## config.mk

```make
export PLATFORM = sky130hd
export DESIGN_NAME = ysyx_23060191_mc_core
export DESIGN_NICKNAME = d
export VERILOG_FILES = /design/src/rtl/ysyx_23060191_mc_core.sv
export SDC_FILE = /design/constraint.sdc
export NUM_CORES = 2
export LEC_CHECK = 0
export BUFFER_PORTS_ARGS = -buffer_cell sky130_fd_sc_hd__buf_2
export CELL_PAD_IN_SITES_DETAIL_PLACEMENT = 1
export CELL_PAD_IN_SITES_GLOBAL_PLACEMENT = 1
export CORE_ASPECT_RATIO = 1.2
export CORE_MARGIN = 4
export CORE_UTILIZATION = 50
export CTS_CLUSTER_SIZE = 30
export DETAILED_ROUTE_END_ITERATION = 8
export PLACE_DENSITY = 0.78
export SLEW_MARGIN = 15
export SYNTH_ARGS = -nofsm -noshare
export SYNTH_HDL_FRONTEND = slang
export SYNTH_SLANG_ARGS = --single-unit
```

## constraint.sdc

```tcl
create_clock -name clk -period 54.2 [get_ports clk]
set_input_delay 10.84 -clock clk [delete_from_list [all_inputs] [get_ports clk]]
set_output_delay 10.84 -clock clk [all_outputs]
set_load 0.02 [all_outputs]
```

## src/rtl/ysyx_23060191_mc_core.sv

```systemverilog
// Multi-cycle RV32I/E subset core: FETCH/EXEC/HALT control over a valid/response
// instruction fetch port, with an internal register file and halt/illegal status.
module ysyx_23060191_mc_core #(
  parameter int unsigned XLEN     = 32,
  parameter int unsigned NREG     = 32,
  parameter logic [31:0] RESET_PC = 32'h8000_0000
) (
  input  logic            clk,
  input  logic            rst,
  output logic            ifu_req_valid,
  output logic [XLEN-1:0] ifu_req_addr,
  input  logic            ifu_rsp_valid,
  input  logic [31:0]     ifu_rsp_inst,
  output logic            retire,
  output logic [XLEN-1:0] retire_pc,
  output logic            halt,
  output logic [XLEN-1:0] halt_code,
  output logic            illegal
);

  localparam int unsigned AW = $clog2(NREG);

  typedef enum logic [1:0] {S_FETCH, S_EXEC, S_HALT} state_t;

  state_t            state, state_n;
  logic [XLEN-1:0]   pc;
  logic [31:0]       ir;
  logic [XLEN-1:0]   gpr [NREG];
  logic [XLEN-1:0]   halt_code_q;
  logic              illegal_q;

  logic [6:0]        opcode;
  logic [4:0]        rd, rs1, rs2;
  logic [2:0]        funct3;
  logic [6:0]        funct7;
  logic [XLEN-1:0]   imm_i, imm_u, imm_j;
  logic [XLEN-1:0]   rs1_val, rs2_val, pc_plus4, jalr_sum;
  logic [XLEN-1:0]   next_pc, wb_data;
  logic              wb_en, legal, is_ebreak, uses_rs1, uses_rs2, bad_idx, exec_illegal;

  assign opcode = ir[6:0];
  assign rd     = ir[11:7];
  assign funct3 = ir[14:12];
  assign rs1    = ir[19:15];
  assign rs2    = ir[24:20];
  assign funct7 = ir[31:25];

  assign imm_i = XLEN'($signed(ir[31:20]));
  assign imm_u = XLEN'($signed({ir[31:12], 12'b0}));
  assign imm_j = XLEN'($signed({ir[31], ir[19:12], ir[20], ir[30:21], 1'b0}));

  // Out-of-range indices read as zero; such instructions are flagged illegal anyway.
  assign rs1_val  = (rs1 == 5'd0 || 32'(rs1) >= NREG) ? '0 : gpr[rs1[AW-1:0]];
  assign rs2_val  = (rs2 == 5'd0 || 32'(rs2) >= NREG) ? '0 : gpr[rs2[AW-1:0]];
  assign pc_plus4 = pc + XLEN'(4);
  assign jalr_sum = rs1_val + imm_i;

  always_comb begin
    wb_en     = 1'b0;
    wb_data   = '0;
    next_pc   = pc_plus4;
    legal     = 1'b0;
    is_ebreak = 1'b0;
    uses_rs1  = 1'b0;
    uses_rs2  = 1'b0;
    case (opcode)
      7'b0110111: begin legal = 1'b1; wb_en = 1'b1; wb_data = imm_u; end
      7'b0010111: begin legal = 1'b1; wb_en = 1'b1; wb_data = pc + imm_u; end
      7'b1101111: begin
        legal = 1'b1; wb_en = 1'b1; wb_data = pc_plus4; next_pc = pc + imm_j;
      end
      7'b1100111: if (funct3 == 3'b000) begin
        legal = 1'b1; wb_en = 1'b1; uses_rs1 = 1'b1; wb_data = pc_plus4;
        next_pc = {jalr_sum[XLEN-1:1], 1'b0};
      end
      7'b0010011: if (funct3 == 3'b000) begin
        legal = 1'b1; wb_en = 1'b1; uses_rs1 = 1'b1; wb_data = rs1_val + imm_i;
      end
      7'b0110011: if (funct3 == 3'b000 && (funct7 == 7'h00 || funct7 == 7'h20)) begin
        legal = 1'b1; wb_en = 1'b1; uses_rs1 = 1'b1; uses_rs2 = 1'b1;
        wb_data = funct7[5] ? rs1_val - rs2_val : rs1_val + rs2_val;
      end
      7'b1110011: if (ir == 32'h0010_0073) begin
        legal = 1'b1; is_ebreak = 1'b1; next_pc = pc;
      end
      default: ;
    endcase
    bad_idx = (wb_en    && 32'(rd)  >= NREG) ||
              (uses_rs1 && 32'(rs1) >= NREG) ||
              (uses_rs2 && 32'(rs2) >= NREG);
    exec_illegal = !legal || bad_idx;
  end

  always_ff @(posedge clk or posedge rst) begin
    if (rst) state <= S_FETCH;
    else     state <= state_n;
  end

  always_comb begin
    state_n       = state;
    ifu_req_valid = 1'b0;
    retire        = 1'b0;
    case (state)
      S_FETCH: begin
        ifu_req_valid = !rst;
        if (ifu_rsp_valid) state_n = S_EXEC;
      end
      S_EXEC: begin
        retire  = !exec_illegal;
        state_n = (exec_illegal || is_ebreak) ? S_HALT : S_FETCH;
      end
      default: state_n = S_HALT;
    endcase
  end

  always_ff @(posedge clk or posedge rst) begin
    if (rst) begin
      pc          <= XLEN'(RESET_PC);
      ir          <= '0;
      halt_code_q <= '0;
      illegal_q   <= 1'b0;
      for (int unsigned i = 0; i < NREG; i++) gpr[i] <= '0;
    end else begin
      case (state)
        S_FETCH: if (ifu_rsp_valid) ir <= ifu_rsp_inst;
        S_EXEC: begin
          if (exec_illegal) begin
            illegal_q   <= 1'b1;
            halt_code_q <= '0;
          end else begin
            pc <= next_pc;
            if (wb_en && rd != 5'd0) gpr[rd[AW-1:0]] <= wb_data;
            if (is_ebreak) halt_code_q <= gpr[AW'(10)];
          end
        end
        default: ;
      endcase
    end
  end

  assign ifu_req_addr = pc;
  assign retire_pc    = retire ? pc : '0;
  assign halt         = (state == S_HALT);
  assign halt_code    = halt_code_q;
  assign illegal      = illegal_q;

endmodule

```

# == Word level (Yosys, flattened, before mapping) ==
# Cells that the tools add are included.
# totals
ff_bits,1123
in_bits,35
out_inout_bits,100
# classes
addsub,6
n_lt_le_gt_ge,4
eq_ne,14
mux,33
bitwise,4
reduce_logical,20
# op_table
cell,n
$bwmux 1024,1
$mux 32,16
$bmux 32 s5,2
$pmux 32 s6,1
$demux 32 s5,1
$add 32x32->32,4
$pmux 32 s3,1
$add 32x3->32 const B,1
$eq 32x21->1 const B,1
$sub 32x32->32,1
$eq 7x6->1 const B,3
$eq 7x7->1 const B,3
$ge 6x6->1 const B,3
$not 5->6,3
$eq 7x5->1 const B,2
$logic_not 5->1,2
$logic_not 7->1,1
$lt 6x1->1 const B,1
$mux 1,6
$reduce_and 2->1,3
$reduce_and 3->1,2
$reduce_bool 5->1,1
$mux 2,2
$ne 2x2->1 const B,2
other kinds (14),18

# == Longest topological paths before layout ==
# depth
word_depth,10
mapped_depth,28
depth_no_buf,21

# == Worst setup path before layout ==
# No wires, ideal clock.
# synth_path
path_kind,input port to output port
from,in rst
to,out ifu_req_valid
arrival_time_ps,11295
t_required_ps,43360
setup_slack_ps,32065
path_stages,1
path_buffers,0
cell_sequence,nor3_1
# synth_via
elab_chain_len,2
# synth_rtl
item,line_no,rtl
from (decl),9,"input logic rst,"
$logic_not 1->1 (no source line),n/a,
$mux 1,103,case (state)
to (decl),10,"output logic ifu_req_valid,"
# Every way passes these cells.

# == Worst setup path after layout ==
# Same ends and word-level chain as after synthesis.

==> summary.txt <==
status -> complete, no violations
clock sink count -> 1121
WL per Instance -> 32.9 um
vias after detailed routing -> 55400
static leakage -> 31.2 nW
Chip Height -> 404 um
worst hold path type -> reg -> reg
RSZ-0062 raised after global routing -> no
Die Wd -> 338 um
IO Port Bufs -> 132
clk root buf -> clkbuf_16
commonest non-fill, non-tap cell in the layout -> dfrtp_1
pin slew with the least headroom to its limit -> 1260 ps
Cells after Synth -> 6337
Initial Utilization -> 0.503
largest net degree at the start of global routing -> 175
later-pin clock latency in the skew report -> 780 ps
buffer count from post-CTS setup fixing -> 0
Area Overhead vs Synth -> 9.00%
CP endpoint kind -> primary output
Adder-Cell Fraction of Synth Area -> 0.0213
Final setup viols -> 0
number of global-route vias before repair -> 58600
I/O Pins -> 135
Crit Path Class -> in -> out
combinational family with the most area after synthesis -> multiplexers
final antenna-violating net count -> 0
cts hold-fix bufs -> 0
initial antenna violation count -> 8
grt ovf -> 0
post-synthesis sequential area ratio -> 0.430
area share of and/or/nand/nor cells after synthesis -> 0.124
required time of the critical path -> 43360 ps
XOR/XNOR Fraction of Synth Area -> 0.0187
crit path time final -> 22130 ps
DR iter-0 viols -> 5444
Slew Limit Fails -> 0
multiplexer share of the synthesized area -> 0.208
CTS buffer count -> 117
highest cell delay on the worst timing path -> 190 ps
Synth Warn # -> 0
fillers -> 13900
DRC violations left -> 0
wirelength, routed -> 263000 um
Avg Inst Size Synth -> 10.3 um2
share of layout cells above drive strength 1 -> 0.185
die area -> 136000 um2
vias per cell -> 6.93
Hold Fails Final Rpt -> 0
crit-path max FO -> 2
worst-path cell chain -> buf_2, nor3_1, buf_2
Max Freq -> 0.0452 GHz
CP dominant cell by count -> buf_2
MaxCap Viol Count -> 0
Layout Skew -> 42.4 ps
PwrDens -> 42.6 nW/um2
post-synthesis async set-or-reset flop share -> 1.00
Synth Area in Compound Gates -> 0.150
Post-synth EDFFs -> 0
period utilisation layout -> 0.408
commonest non-fill, non-tap cells in the layout -> dfrtp_1 (1112), nand2_1 (827), o21ai_0 (657)
Final Net Count -> 6333
crit path DAT -> 11290 ps
overall routing resource usage -> 0.389
Clock transition at path regs -> 60 ps
slowest cell on the critical path -> buf_2
first-pass GRT wire length -> 390000 um
hpwl dp -> 173000 um
peak supply drop -> 0.0380 mV
Core Util, Final -> 0.548
CTS max path bufs -> 3
setup TNS -> 0 ps
TritonCTS clock tree -> built
Core Area -> 130000 um2
H-tree depth -> 3
Cell Area, Synth -> 65300 um2
Synth Register Bits -> 1121
Slew headroom -> 0.133
Cell variety after synth -> 102
GPL Wtd Cong -> 1.00
crit path launch type -> input pin
quantity of gates resized following cts -> 0
drt first pass iters -> 6
Core Rows -> 145
top_reg_cell synth -> dfrtp_1
[registers in the layout, indices dropped and copies added, names as in the netlist]
signal        cells
gpr            1023
halt_code        32
ifu_req_addr     31
illegal           1
ir               32
state             2
[area by class of cell]
type,count,area [um2],share of cell area
Multi-Input combinational cell,4596,34600,0.487
Clock buffer,170,3400,0.0477
Antenna cell,7,17.5,0.000246
Tap cell,1690,2110,0.0297
Timing Repair Buffer,308,2070,0.0291
Clock inverter,48,687,0.00965
Sequential cell,1121,28100,0.395
Inverter,45,176,0.00248
[Yosys cell counts, types with 28 or more instances]
| library cell | n | area (um2) |
|---|---|---|
| a21o_1 | 52 | 390 |
| a21oi_1 | 597 | 2990 |
| a22oi_1 | 81 | 608 |
| a31oi_1 | 33 | 206 |
| and2_1 | 47 | 294 |
| and3_1 | 34 | 213 |
| buf_1 | 49 | 184 |
| buf_2 | 32 | 160 |
| buf_4 | 28 | 210 |
| buf_6 | 35 | 394 |
| clkbuf_1 | 401 | 1510 |
| dfrtp_1 | 1120 | 28000 |
| ha_1 | 105 | 1310 |
| inv_1 | 42 | 158 |
| mux2_2 | 63 | 709 |
| mux2i_1 | 217 | 2170 |
| mux4_2 | 445 | 10000 |
| nand2_1 | 829 | 3110 |
| nand3_1 | 101 | 505 |
| nor2_1 | 652 | 2450 |
| nor2b_1 | 29 | 181 |
| nor3_1 | 57 | 285 |
| o21ai_0 | 658 | 3290 |
| o22ai_1 | 32 | 200 |
| xnor2_1 | 75 | 657 |
| xor2_1 | 62 | 543 |
[metrics by stage]
stage | total power, mW | hold WS [ps] | setup slack (ps) | instance area, um2 | cells
6_report | 3.03 | 376 | 32070 | 71200 | 7985
3_5_place_dp | 2.13 | 363 | 32070 | 67100 | 7760
5_1_grt | 3.12 | 387 | 32000 | 71200 | 7978
3_3_place_gp | 2.11 | 360 | 32000 | 67100 | 7760
4_1_cts | 2.99 | 377 | 32070 | 71200 | 7978
2_1_floorplan | 1.75 | 425 | 11790 | 65300 | 6338
[critical path, delay by kind of cell]
| kind | cells | cell delay (ps) |
|---|---|---|
| AND/OR/NAND/NOR | 1 | 120 |
| buffers and inverters | 2 | 330 |
[power breakdown]
part	switching [mW]	total (mW)	internal [mW]
sequential	0.0650	0.917	0.852
combinational	0.833	1.25	0.417
clock	0.371	0.864	0.494
[path summary, 6_finish.rpt]
kind / from / to / slack (ps) / cells after the start
setup / recovery: rst / ifu_req_valid / 32070 / 3
hold reg to reg: gpr[1013]$_DFFE_PP0P_ / gpr[1013]$_DFFE_PP0P_ / 380 / 0
hold / removal: gpr[1013]$_DFFE_PP0P_ / gpr[1013]$_DFFE_PP0P_ / 380 / 0
max in group asynchronous: rst / gpr[320]$_DFFE_PP0P_ / 40790 / 5
setup reg to reg: ir[20]$_DFFE_PP0P_ / gpr[191]$_DFFE_PP0P_ / 43740 / 26
min in group asynchronous: rst / gpr[730]$_DFFE_PP0P_ / 10240 / 2
[logic make-up (layout without fill, tap and decap cells)]
group	count (synthesis)	in the layout
adders and majority gates	109	109
AOI/OAI and AO/OA	1704	1704
buffers and inverters	621	571
and+or+nand+nor	1892	1892
DFF	1121	1121
xor gates and xnor gates	138	138
muxes	751	751
other	1	9
[routing by layer]
metal  vias to the layer above  wire length (um)  global-route usage
met4                         2             28100               0.339
li1                      22700                 -                   -
met1                     28400             90300               0.451
met3                      1178             25700               0.104
met2                      3114            119000               0.596
met5                         -                 9                   0
Power figures use the tool's default switching activity.
